<file path="src/rtl/uart_tx_fifo.sv">
// Parametrised UART transmitter with an internal TX FIFO.
// Frames are start + DATA_BITS (LSB first) + optional parity + STOP_BITS, CLK_DIV cycles per bit.
module uart_tx_fifo #(
    parameter int CLK_DIV    = 5208,
    parameter int DATA_BITS  = 8,
    parameter int PARITY     = 1,
    parameter int STOP_BITS  = 1,
    parameter int FIFO_DEPTH = 16,
    localparam int CW        = $clog2(FIFO_DEPTH + 1)
) (
    input  logic                 clk,
    input  logic                 Reset_n,
    input  logic                 Wr,
    input  logic [DATA_BITS-1:0] Din,
    output logic                 Full,
    output logic [CW-1:0]        Count,
    output logic                 Overflow,
    output logic                 Busy,
    output logic                 Sent,
    output logic                 Sout
);

    localparam int AW = $clog2(FIFO_DEPTH);
    localparam int TW = $clog2(CLK_DIV);
    localparam int BW = $clog2(DATA_BITS);

    typedef enum logic [2:0] {IDLE, START, DATA, PAR, STOP} state_t;

    state_t               state, state_nx;
    logic [DATA_BITS-1:0] mem [FIFO_DEPTH];
    logic [AW-1:0]        wr_ptr, rd_ptr;
    logic [CW-1:0]        count;
    logic [TW-1:0]        timer;
    logic [BW-1:0]        bit_cnt, bit_nx;
    logic                 stop_cnt;
    logic [DATA_BITS-1:0] shift;
    logic                 sout_q, sout_nx, sent_q, overflow_q;
    logic                 push, pop, empty, full, bit_done, stop_last, par_bit;

    assign empty     = (count == '0);
    assign full      = (count == CW'(FIFO_DEPTH));
    // Full is judged before any same-cycle pop, so a write while full is always dropped.
    assign push      = Wr && !full;
    assign bit_done  = (timer == TW'(CLK_DIV - 1));
    assign stop_last = (STOP_BITS == 1) || stop_cnt;
    assign par_bit   = (PARITY == 1) ? ~^shift : ^shift;

    // NOTE: storage arrays carry no reset; only the pointers and count define what is valid.
    always_ff @(posedge clk) begin
        if (push)
            mem[wr_ptr] <= Din;
        if (pop)
            shift <= mem[rd_ptr];
    end

    always_ff @(posedge clk or negedge Reset_n) begin
        if (!Reset_n) begin
            wr_ptr     <= '0;
            rd_ptr     <= '0;
            count      <= '0;
            overflow_q <= 1'b0;
        end else begin
            if (push)
                wr_ptr <= wr_ptr + AW'(1);
            if (pop)
                rd_ptr <= rd_ptr + AW'(1);
            case ({push, pop})
                2'b10:   count <= count + CW'(1);
                2'b01:   count <= count - CW'(1);
                default: count <= count;
            endcase
            overflow_q <= Wr && full;
        end
    end

    always_ff @(posedge clk or negedge Reset_n) begin
        if (!Reset_n) begin
            state    <= IDLE;
            timer    <= '0;
            bit_cnt  <= '0;
            stop_cnt <= 1'b0;
            sout_q   <= 1'b1;
            sent_q   <= 1'b0;
        end else begin
            state    <= state_nx;
            timer    <= (state == IDLE || bit_done) ? '0 : timer + TW'(1);
            bit_cnt  <= bit_nx;
            stop_cnt <= (state_nx != STOP) ? 1'b0 :
                        (state == STOP && bit_done) ? 1'b1 : stop_cnt;
            sout_q   <= sout_nx;
            sent_q   <= (state == STOP) && bit_done && stop_last;
        end
    end

    // NOTE: every combinational output gets a default first so no latch is inferred.
    always_comb begin
        state_nx = state;
        pop      = 1'b0;
        case (state)
            IDLE: begin
                if (!empty) begin
                    state_nx = START;
                    pop      = 1'b1;
                end
            end
            START: if (bit_done) state_nx = DATA;
            DATA: begin
                if (bit_done && bit_cnt == BW'(DATA_BITS - 1))
                    state_nx = (PARITY != 0) ? PAR : STOP;
            end
            PAR: if (bit_done) state_nx = STOP;
            STOP: begin
                if (bit_done && stop_last) begin
                    if (!empty) begin
                        state_nx = START;
                        pop      = 1'b1;
                    end else begin
                        state_nx = IDLE;
                    end
                end
            end
            default: state_nx = IDLE;
        endcase
    end

    // Sout is computed from the next state so the registered pin changes on bit boundaries only.
    always_comb begin
        bit_nx  = bit_cnt;
        sout_nx = 1'b1;
        if (state_nx != DATA)
            bit_nx = '0;
        else if (state == DATA && bit_done)
            bit_nx = bit_cnt + BW'(1);
        case (state_nx)
            START:   sout_nx = 1'b0;
            DATA:    sout_nx = shift[bit_nx];
            PAR:     sout_nx = par_bit;
            default: sout_nx = 1'b1;
        endcase
    end

    assign Full     = full;
    assign Count    = count;
    assign Overflow = overflow_q;
    assign Busy     = (state != IDLE) || !empty;
    assign Sent     = sent_q;
    assign Sout     = sout_q;

endmodule

</file>
<file path="config.mk">
export PLATFORM = sky130hd
export DESIGN_NAME = uart_tx_fifo
export DESIGN_NICKNAME = d
export VERILOG_FILES = /design/src/rtl/uart_tx_fifo.sv
export SDC_FILE = /design/constraint.sdc
export NUM_CORES = 1
export LEC_CHECK = 0
export BUFFER_PORTS_ARGS = -buffer_cell sky130_fd_sc_hd__clkbuf_2
export CAP_MARGIN = 10
export CELL_PAD_IN_SITES_DETAIL_PLACEMENT = 0
export CELL_PAD_IN_SITES_GLOBAL_PLACEMENT = 1
export CORE_AREA = 5 5 121 123
export DETAILED_ROUTE_END_ITERATION = 10
export DIE_AREA = 0 0 126 128
export PLACE_DENSITY = 0.86
export RECOVER_POWER = 25
export SYNTH_ARGS = -nofsm -noshare
export SYNTH_HDL_FRONTEND = slang
export SYNTH_SLANG_ARGS = --single-unit
</file>
<file path="constraint.sdc">
create_clock -name clk -period 7.1 [get_ports clk]
set_clock_uncertainty 0.1 [all_clocks]
set_input_delay 0.71 -clock clk [delete_from_list [all_inputs] [get_ports clk]]
set_output_delay 0.71 -clock clk [all_outputs]
set_load 0.05 [all_outputs]
</file>
**Word level (Yosys, flattened, before mapping)**

Memories as Yosys holds them, arrays and structs flattened. A register that Yosys moved wholly into a read port is not among the register bits.
Index checks and enable logic that the tools add are counted.
W data, S select, Z words.

- Register bits after elaboration: 35
- RAM bits: 128
- Output and inout bits: 10
- Word-level logic and storage cells: 63
- Memories: 1

- Add/sub/neg operators: 6
- Order comparisons: 1
- Eq/ne operators: 13
- Multiplexer cells: 19
- Reductions and logical operators: 14

Memories:

| name | words | bits a word | read ports | clocked after Yosys merged registers in | write ports | line | text |
|---|---|---|---|---|---|---|---|
| mem | 16 | 8 | 1 | 1 | 1 | 30 | `logic [DATA_BITS-1:0] mem [FIFO_DEPTH];` |

Operator list:

| operator | number |
|---|---|
| $mux W3 | 7 |
| $pmux W3 S5 | 1 |
| $add A13 B1 Y13 const B | 1 |
| $eq A13 B13 Y1 const B | 1 |
| $mux W13 | 1 |
| $eq A3 B2 Y1 const B | 4 |
| $pmux W5 S2 | 1 |
| $add A4 B1 Y4 const B | 2 |
| $reduce_xnor A8 Y1 | 1 |
| $eq A3 B1 Y1 const B | 2 |
| $eq A3 B3 Y1 const B | 2 |
| $mux W1 | 6 |
| $add A5 B1 Y5 const B | 1 |
| $eq A5 B5 Y1 const B | 1 |
| $logic_and A1 B1 Y1 | 5 |
| $logic_not A5 Y1 | 1 |
| $sub A5 B1 Y5 const B | 1 |
| $lt A3 B4 Y1 const B | 1 |
| $add A3 B1 Y3 const B | 1 |
| $bmux W1 S3 | 1 |
| $logic_not A3 Y1 | 1 |
| $ne A3 B2 Y1 const B | 1 |
| $pmux W1 S3 | 1 |
| $reduce_bool A3 Y1 | 1 |
| other kinds (6) | 8 |

**Depth between registers and ports, before layout**

Gate-level depths: netlist of the first run.

- Depth in word-level cells: 9
- Depth in mapped cells: 14
- Depth with buffers taken out: 13

**Worst setup path after synthesis of the first run**

Ideal clock, no wire load.

- Path kind: reg2reg
- From: register timer[0]
- To: register count[4] (netlist: Count[4])
- Setup time: 0.148 ns
- Data arrival time: 3.051 ns
- Setup slack: 3.801 ns
- Cell stages (with the launch flop): 14
- Cells stage by stage: dfrtp_1 > ha_1 > and4bb_2 > nand3_2 > a21oi_1 > ha_1 > inv_1 > fa_1 > inv_1 > a21o_1 > a21oi_1 > xnor2_1 > nor2_1 > xor2_1

- Longest elaborated chain between the ends: 5
- Elaborated cells on any way between the ends: 7
- Classes of those cells: eq/ne: 3; mux: 3; reduce/logical: 1

RTL lines:

| element | line | text |
|---|---|---|
| start, declared | 33 | `logic [TW-1:0] timer;` |
| start signal, assigned | 86 | `timer <= (state == IDLE \|\| bit_done) ? '0 : timer + TW'(1);` |
| $eq A13 B13 Y1 (*) | 44 | `assign bit_done = (timer == TW'(CLK_DIV - 1));` |
| $mux W1 (*) | 113 | `if (bit_done && stop_last) begin` |
| $pmux W1 S2 (*) | 99 | `case (state)` |
| named net pop | 38 | `logic push, pop, empty, full, bit_done, stop_last, par_bit;` |
| $eq A2 B1 Y1 or $eq A2 B2 Y1 (tied branches) | 67 | `case ({push, pop})` |
| $pmux W5 S2 or $reduce_bool A2 Y1 (tied branches) | n/a |  |
| end signal, assigned | 68 | `2'b10: count <= count + CW'(1);` |
| end signal, assigned | 69 | `2'b01: count <= count - CW'(1);` |
| end signal, assigned | 70 | `default: count <= count;` |
| end, declared | 32 | `logic [CW-1:0] count;` |

The timed path passes the listed nets; every way through them passes the cells marked *.
A chain may end at the register's enable or synchronous reset.

**Worst setup path in the final report of the first run**

Same ends and word-level chain as after synthesis.

==> impl_results.md, run 1 <==
* Run status: complete, no violations
* Share of the synthesized area in the top cell type at 56.6%
* Final #Nets at 467
* CP required at 7.29 ns
* GRT overflow at 0
* Top area cells in the synthesized netlist: edfxtp_1 (57%), mux4_2 (12%), dfrtp_1 (12%), ha_1 (2.1%), xnor2_1 (2.1%)
* Pwr Total at 2740 µW
* Max Cap Viol at 0
* Mapped Nets at 439
* Mux share of post-synthesis cell area at 13.7%
* RSZ-0062 raised after global routing: no
* YS warnings at 0
* Area growth from synthesis to layout at 12.2%
* Unique masters post-synth at 49
* Pre-antenna DRT Iters at 4
* Post-CTS setup buffers at 0
* DP Area at about 7500 µm²
* Crit path time final at about 3.2 ns
* Post-synthesis adder-cell area fraction at between 2 and 2.5%
* Max VDD drop at between 200 and 250 µV
* Syn_area_per_cell at about 17 µm²
* Largest family of logic cells by synthesized area: multiplexers
* Cells after Synth at ~420
* # setup viols final at 0
* Fill count at 981
* Synth Flop Type: edfxtp_1
* Leak at ~0.0029 µW
* Cell area after synthesis at 7210 µm²
* IO buf count at 20
* Post-CTS Resized at 0
* TritonCTS clock tree: built
* Post-route cell area at 8090 µm²
* Xor and xnor area share after synthesis at around 3.6%
* Rel. slew slack at between 30% and 40%
* Initial Utilization at 53.2%
* Vias in the first global route at 3821
* Hold Path Class: in -> async
* CP max FO at 13
* CTS buffer count at 17
* Starting DRT DRC Count at 335
* Ratio of cells with drive above 1 in the final layout at about a quarter
* Detailed placement HPWL at 8700 µm
* Crit Path Class: reg -> reg
* Antenna violations before repair at 0
* DIE WIDTH at 126 µm
* Final hold vios at 0
* Post-synth EDFFs at approximately 140
* Most frequent cells in the layout: edfxtp_1 (136), mux4_2 (40), nor2_1 (34)
* Cell taking the most area after synthesis: edfxtp_1
* Core Box Area at ~14000 µm²
* All-Layer GR Usage at 18.5%
* Remaining DRCs at 0
* Global-route wire length before repair at roughly 22000 µm
* CTS H-Tree Depth at 4
* Final period utilization at about 45%
* Via Count at 3674
* Number of hold buffers added after cts at 0
* Antenna cells at 0
* Number of synthesized register bits at around 170
* Compound-Gate Fraction of Synth Area at roughly 2.5%
* Async S/R FF share, synth at between 20% and 30%
* Clock latency on the worst-skew pair at about 0.43 ns
* Clk buf depth at 2
* Final ANT Viol Nets at 0
* Die height at 128 µm
* Power Density at roughly 340 nW/µm²
* Sequential element share of the synthesized area at between 60 and 70%
* Std cell rows at 43
* Crit path arrival time at 3.35 ns
* CTS Sinks at about 170
* Clk root buf: clkbuf_16
* DIE AREA at ~16000 µm²
* Final GP Congestion at 0.867
* Largest net degree at the start of global routing at 36
* Most common cell after layout, fill and taps aside: edfxtp_1
* IO Count at 21
* Setup crit end kind: register
* Setup_tns at 0 ns
* Clock transition at the registers of the reported paths at roughly 0.07 ns
* Slew Viols, Final at 0
* Drt via density at ~5.8
* Simple-Gate Fraction of Synth Area at 7.25%
* WL final at 13800 µm
* Fmax at roughly 0.32 GHz
* Slew @ Worst Pin at between 0.9 and 1 ns
* Worst setup SP type: register
* Post-DR wirelength/cell at ~22 µm
-- report_power, final --
part	switching [µW]	internal (µW)
clock network	409	499
registers	98.9	1210
logic	293	223
-- flip-flops by register name, indices dropped and copies added, names as in the netlist --
signal and flops:
mem 128, timer 13, shift 8, Count 5
rd_ptr 4, wr_ptr 4, bit_cnt 3, state 3
Overflow 1, Sent 1, Sout 1
-- metrics by stage --
stage	utilization, %	hold WS (ns)	setup slack [ns]	std cells
6_report	59.7	0.311	3.94	636
5_1_grt	59.7	0.377	3.75	636
4_1_cts	59.7	0.320	3.94	636
3_5_place_dp	55.4	0.383	4.06	604
3_3_place_gp	55.4	0.366	4.13	604
2_1_floorplan	-	0.314	3.80	415
-- kinds of logic (layout without fill, tap and decap cells) --
group	after synthesis	count (layout)
AOI/OAI and AO/OA	27	27
xor gates and xnor gates	30	30
adders and majority gates	13	13
buffers and inverters	31	72
DFF	171	171
muxes	48	48
and+or+nand+nor	95	95
-- synthesized netlist by cell type (2+ instances only) --
cell,instances
a21o_1,2
a21oi_1,6
and2b_2,2
and3_1,8
and4bb_2,3
buf_1,3
buf_2,3
clkbuf_1,10
dfrtp_1,34
edfxtp_1,136
ha_1,12
inv_1,14
mux2i_1,6
mux4_2,40
nand2_1,19
nand2b_1,3
nand3_1,9
nand4_1,3
nor2_1,34
nor3_1,4
o21ai_0,8
xnor2_1,17
xor2_1,13
-- final timing paths --
| path | startpoint | to | slack (ns) | depth (start not counted) |
|---|---|---|---|---|
| max | timer[0]$_DFF_PN0_ | Count[4]$_DFFE_PN0P_ | 3.94 | 14 |
| min | Reset_n | bit_cnt[0]$_DFF_PN0_ | 0.31 | 1 |
| max reg2reg | timer[0]$_DFF_PN0_ | Count[4]$_DFFE_PN0P_ | 3.94 | 14 |
| min reg2reg | timer[0]$_DFF_PN0_ | timer[0]$_DFF_PN0_ | 0.40 | 1 |
| max in group asynchronous | Reset_n | rd_ptr[1]$_DFFE_PN0P_ | 5.97 | 1 |
| min in group clk | timer[0]$_DFF_PN0_ | timer[0]$_DFF_PN0_ | 0.40 | 1 |
-- critical path, stage by stage (launching register included) --
cell and delay, ns:
dfrtp_1 0.40, ha_1 0.23, and4bb_2 0.32, nand3_2 0.14
a21oi_1 0.18, buf_4 0.22, ha_1 0.26, inv_1 0.11
fa_1 0.41, inv_1 0.07, a21o_1 0.11, a21oi_1 0.08
xnor2_1 0.17, nor2_1 0.08, xor2_1 0.14
-- layer usage --
layer,vias to the layer above,global-route usage (%),share of wire (%)
li1,1657,-,-
met1,1895,23.8,40
met2,110,31.0,53
met3,12,4.75,5.4
met4,0,6.69,1.2
met5,-,0,0
-- layout make-up --
cell class | instances | area, µm² | area share [%]
inverter | 14 | 52.6 | 0.649
multi-input combinational | 213 | 2130 | 26.3
sequential | 171 | 4960 | 61.3
tap | 180 | 225 | 2.78
timing repair buffer | 26 | 136 | 1.69
clock inverter | 14 | 159 | 1.96
clock buffer | 18 | 429 | 5.30
(Power assumes the default switching activity.)
==> inputs of run 2 (changes only) <==
--- a/config.mk
+++ b/config.mk
@@ -5,14 +5,15 @@
 export SDC_FILE = /design/constraint.sdc
 export NUM_CORES = 1
 export LEC_CHECK = 0
+export ABC_AREA = 1
 export BUFFER_PORTS_ARGS = -buffer_cell sky130_fd_sc_hd__clkbuf_2
 export CAP_MARGIN = 10
 export CELL_PAD_IN_SITES_DETAIL_PLACEMENT = 0
 export CELL_PAD_IN_SITES_GLOBAL_PLACEMENT = 1
-export CORE_AREA = 5 5 121 123
+export CORE_AREA = 5 5 127 129
 export DETAILED_ROUTE_END_ITERATION = 10
-export DIE_AREA = 0 0 126 128
-export PLACE_DENSITY = 0.86
+export DIE_AREA = 0 0 132 134
+export PLACE_DENSITY = 0.85
 export RECOVER_POWER = 25
 export SYNTH_ARGS = -nofsm -noshare
 export SYNTH_HDL_FRONTEND = slang
==> constraint.sdc (replaced) <==
create_clock -name clk -period 3.02 [get_ports clk]
set_clock_uncertainty 0.1 [all_clocks]
set_input_delay 0.302 -clock clk [delete_from_list [all_inputs] [get_ports clk]]
set_output_delay 0.302 -clock clk [all_outputs]
set_load 0.05 [all_outputs]
==> impl_results.md, run 2 <==
* Detailed placement HPWL at 9710 µm (was 8700 µm)
* DIE WIDTH at 132 µm (was 126 µm)
* Final worst-path setup slack at 0.270 ns (was 3.94 ns)
* Count leader, synth: edfxtp_1 (unchanged)
* Layout Utilization at 56.6% (was 59.7%)
* Crit path time final at 2.75 ns (was 3.16 ns)
* Largest net degree at the start of global routing at 67 (was 36)
* Final hold vios at 0 (unchanged)
* CTS buffer count at 17 (unchanged)
* Multi-input combinational cell area at 2200 µm² (was 2130 µm²)
* Final period utilization at 91.1% (was 44.5%)
* Reg area at 4960 µm² (about the same)
* Hold Path Class: in -> reg (was in -> async)
* Ratio of cells with drive above 1 in the final layout at 17.6% (was 23.9%)
* Slew Viols, Final at 0 (unchanged)
* Final GP Congestion at 0.803 (was 0.867)
* Synth Flop Type: edfxtp_1 (unchanged)
* Initial Utilization at 49.9% (was 53.2%)
* Top area cells in the synthesized netlist: edfxtp_1 (55%), dfrtp_1 (11%), nor2_1 (5.4%), o21ai_0 (4.8%), o221ai_1 (2.7%) (was edfxtp_1 (57%), mux4_2 (12%), dfrtp_1 (12%), ha_1 (2.1%), xnor2_1 (2.1%))
* Clock latency on the worst-skew pair at 0.42 ns (was 0.43 ns)
* Critical path depth at 16 (was 14)
* WL final at 15300 µm (was 13800 µm)
* Cells after Synth at 627 (was 415)
* Post-synth top cells: edfxtp_1 (136), nor2_1 (108), o21ai_0 (72) (was edfxtp_1 (136), mux4_2 (40), dfrtp_1 (34), nor2_1 (34), nand2_1 (19))
* Vias in the first global route at 4791 (was 3821)
* Antenna cells at 0 (unchanged)
* Final #Nets at 689 (was 467)
* Final ANT Viol Nets at 0 (unchanged)
* CP max FO at 14 (was 13)
* Fill count at 1184 (was 981)
* Max Cap Viol at 0 (unchanged)
* RSZ-0062 raised after global routing: no (unchanged)
* Power Density at 671 nW/µm² (was 338 nW/µm²)
* Mapped Nets at 651 (was 439)
* Crit Path Class: reg -> reg (unchanged)
* R2R depth at 16 (was 14)
* Area growth from synthesis to layout at 13.4% (was 12.2%)
* Worst R2R Setup Slack at 0.27 ns (was 3.94 ns)
* Cell taking the most area after synthesis: edfxtp_1 (unchanged)
* CP delay by family, top: simple AND/OR/NAND/NOR gates (was adder cells)
* Sequential element share of the synthesized area at 66.7% (was 68.8%)
* IO buf count at 20 (unchanged)
* R2r endpoint: Count[4]$_DFFE_PN0P_ (unchanged)
* Syn_area_per_cell at 11.9 µm² (was 17.4 µm²)
* Most frequent cells in the layout: edfxtp_1 (136), nor2_1 (108), o21ai_0 (72) (was edfxtp_1 (136), mux4_2 (40), nor2_1 (34))
* Fmax at 0.364 GHz (was 0.316 GHz)
* Hold_ws at 0.297 ns (was 0.311 ns)
* Slew @ Worst Pin at 0.894 ns (was 0.919 ns)
* Post-synth EDFFs at 136 (unchanged)
* Worst setup SP type: register (unchanged)
* CP required at 3.27 ns (was 7.29 ns)
* DIE AREA at 17700 µm² (was 16100 µm²)
* RR Startpoint: timer[0]$_DFF_PN0_ (unchanged)
* Share of the synthesized area in the top cell type at 54.9% (was 56.6%)
* Leak at 0.00307 µW (was 0.00290 µW)
* Rel. slew slack at 40.4% (was 38.5%)
* Core Box Area at 14900 µm² (was 13600 µm²)
* IO Count at 21 (unchanged)
* Post-CTS setup buffers at 0 (unchanged)
* Crit path cell chain: ha_1, nand2_1, nor2_1, nand3_4, nand2_2, nand2_4, inv_6, ha_2, inv_1, fa_1, nor2_1, a211oi_1, nand2_1, nand2_1, nor2_1, xor2_1 (was ha_1, and4bb_2, nand3_2, a21oi_1, buf_4, ha_1, inv_1, fa_1, inv_1, a21o_1, a21oi_1, xnor2_1, nor2_1, xor2_1)
* GRT overflow at 0 (unchanged)
* Via Count at 4796 (was 3674)
* Cell area after synthesis at 7440 µm² (was 7210 µm²)
* Std cell rows at 45 (was 43)
* Drt via density at 5.54 (was 5.78)
* Number of synthesized register bits at 171 (unchanged)
* All-Layer GR Usage at 18.1% (was 18.5%)
* Slowest CP cell: fa_1 (unchanged)
* Max FFs per register at 128 (unchanged)
* # setup viols final at 0 (unchanged)
* DP Worst Slack at 0.198 ns (was 4.06 ns)
* Post-DR wirelength/cell at 17.7 µm (was 21.8 µm)
* Setup crit end kind: register (unchanged)
* Pre-antenna DRT Iters at 5 (was 4)
* Clk buf depth at 2 (unchanged)
* Clk root buf: clkbuf_16 (unchanged)
* Min-Delay Startpoint: Din[5]
* Top reg by flops: mem (unchanged)
* Die height at 134 µm (was 128 µm)
* CTS H-Tree Depth at 4 (unchanged)
* Antenna violations before repair at 0 (unchanged)
* Max VDD drop at 436 µV (was 240 µV)
* Most common cell after layout, fill and taps aside: edfxtp_1 (unchanged)
* Clock transition at the registers of the reported paths at 0.07 ns (about the same)
* Async S/R FF share, synth at 20.5% (unchanged)
* Starting DRT DRC Count at 371 (was 335)
* Regs by FF count: mem (128), timer (13), shift (8) (unchanged)
* Global-route wire length before repair at 25000 µm (was 22100 µm)
* TritonCTS clock tree: built (unchanged)
* Run status: complete, no violations (unchanged)
* CP Buf/Inv Count at 2 (was 3)
* Crit path arrival time at 3.00 ns (was 3.35 ns)
* Unique masters post-synth at 41 (was 49)
* Worst stage delay on the critical path at 0.39 ns (was 0.41 ns)
* CTS Sinks at 171 (unchanged)
* Setup_tns at 0 ns (unchanged)
* Worst hold path depth at 1
* Hold worst-path end: mem[10][5]$_DFFE_PP_
* YS warnings at 0 (unchanged)
* Remaining DRCs at 0 (unchanged)
run 2: area by class of cell:
| class | instances | area share [%] |
|---|---|---|
| clock inverter | 15 | 1.72 |
| multi-input combinational | 384 | 26.1 |
| clock buffer | 17 | 5.04 |
| tap | 188 | 2.79 |
| timing repair buffer | 44 | 3.42 |
| inverter | 47 | 2.15 |
| sequential | 171 | 58.8 |
run 2: cells by family (layout without fill, tap and decap cells):
group           after synthesis  in the layout  share of synthesized area (%)
buf+inv                      72            123                           3.77
fa+ha+maj                    13             13                           2.29
compound gates              126            126                           10.3
simple gates                230            230                           15.2
xor+xnor                     15             15                           1.77
flops                       171            171                           66.7
run 2: layer usage:
| metal | up-vias | track usage, % | wire, µm |
|---|---|---|---|
| met5 | - | 0 | 0 |
| met4 | 0 | 5.49 | 223 |
| met3 | 22 | 3.60 | 834 |
| met2 | 127 | 30.7 | 7720 |
| met1 | 2339 | 23.7 | 6540 |
| li1 | 2308 | - | - |
run 2: what timing repair did:
| action | 4_1_cts | 5_1_grt |
|---|---|---|
| hold endpoints to repair | 35 | 0 |
| gates resized for setup | 0 | 2 |
| hold buffers | 2 | 0 |
| endpoints found under the setup margin | 0 | 1 |
run 2: worst max-delay path by stage:
| stage | start | to | slack [ns] |
|---|---|---|---|
| after global placement | timer[0]$_DFF_PN0_ | Count[4]$_DFFE_PN0P_ | 0.35 |
| after floorplan | Count[0]$_DFFE_PN0P_ | Count[4]$_DFFE_PN0P_ | 0.39 |
| after global routing | timer[0]$_DFF_PN0_ | Count[4]$_DFFE_PN0P_ | 0.01 |
| final | timer[0]$_DFF_PN0_ | Count[4]$_DFFE_PN0P_ | 0.27 |
| after detailed placement | timer[0]$_DFF_PN0_ | Count[4]$_DFFE_PN0P_ | 0.20 |
| after CTS | timer[0]$_DFF_PN0_ | Count[4]$_DFFE_PN0P_ | 0.20 |
run 2: through the flow:
step	cells	power (µW)	cell area, µm²
2_1_floorplan	627	3360	7440
3_3_place_gp	832	3590	7850
3_5_place_dp	832	3630	7850
4_1_cts	866	5710	8440
5_1_grt	866	5910	8440
6_report	866	5660	8440
run 2: report_power, final:
part | total [µW] | internal, µW | switching, µW
Sequential | 2880 | 2780 | 98.3
Clock | 2080 | 1100 | 983
Combinational | 698 | 187 | 512
Total | 5660 | 4070 | 1590
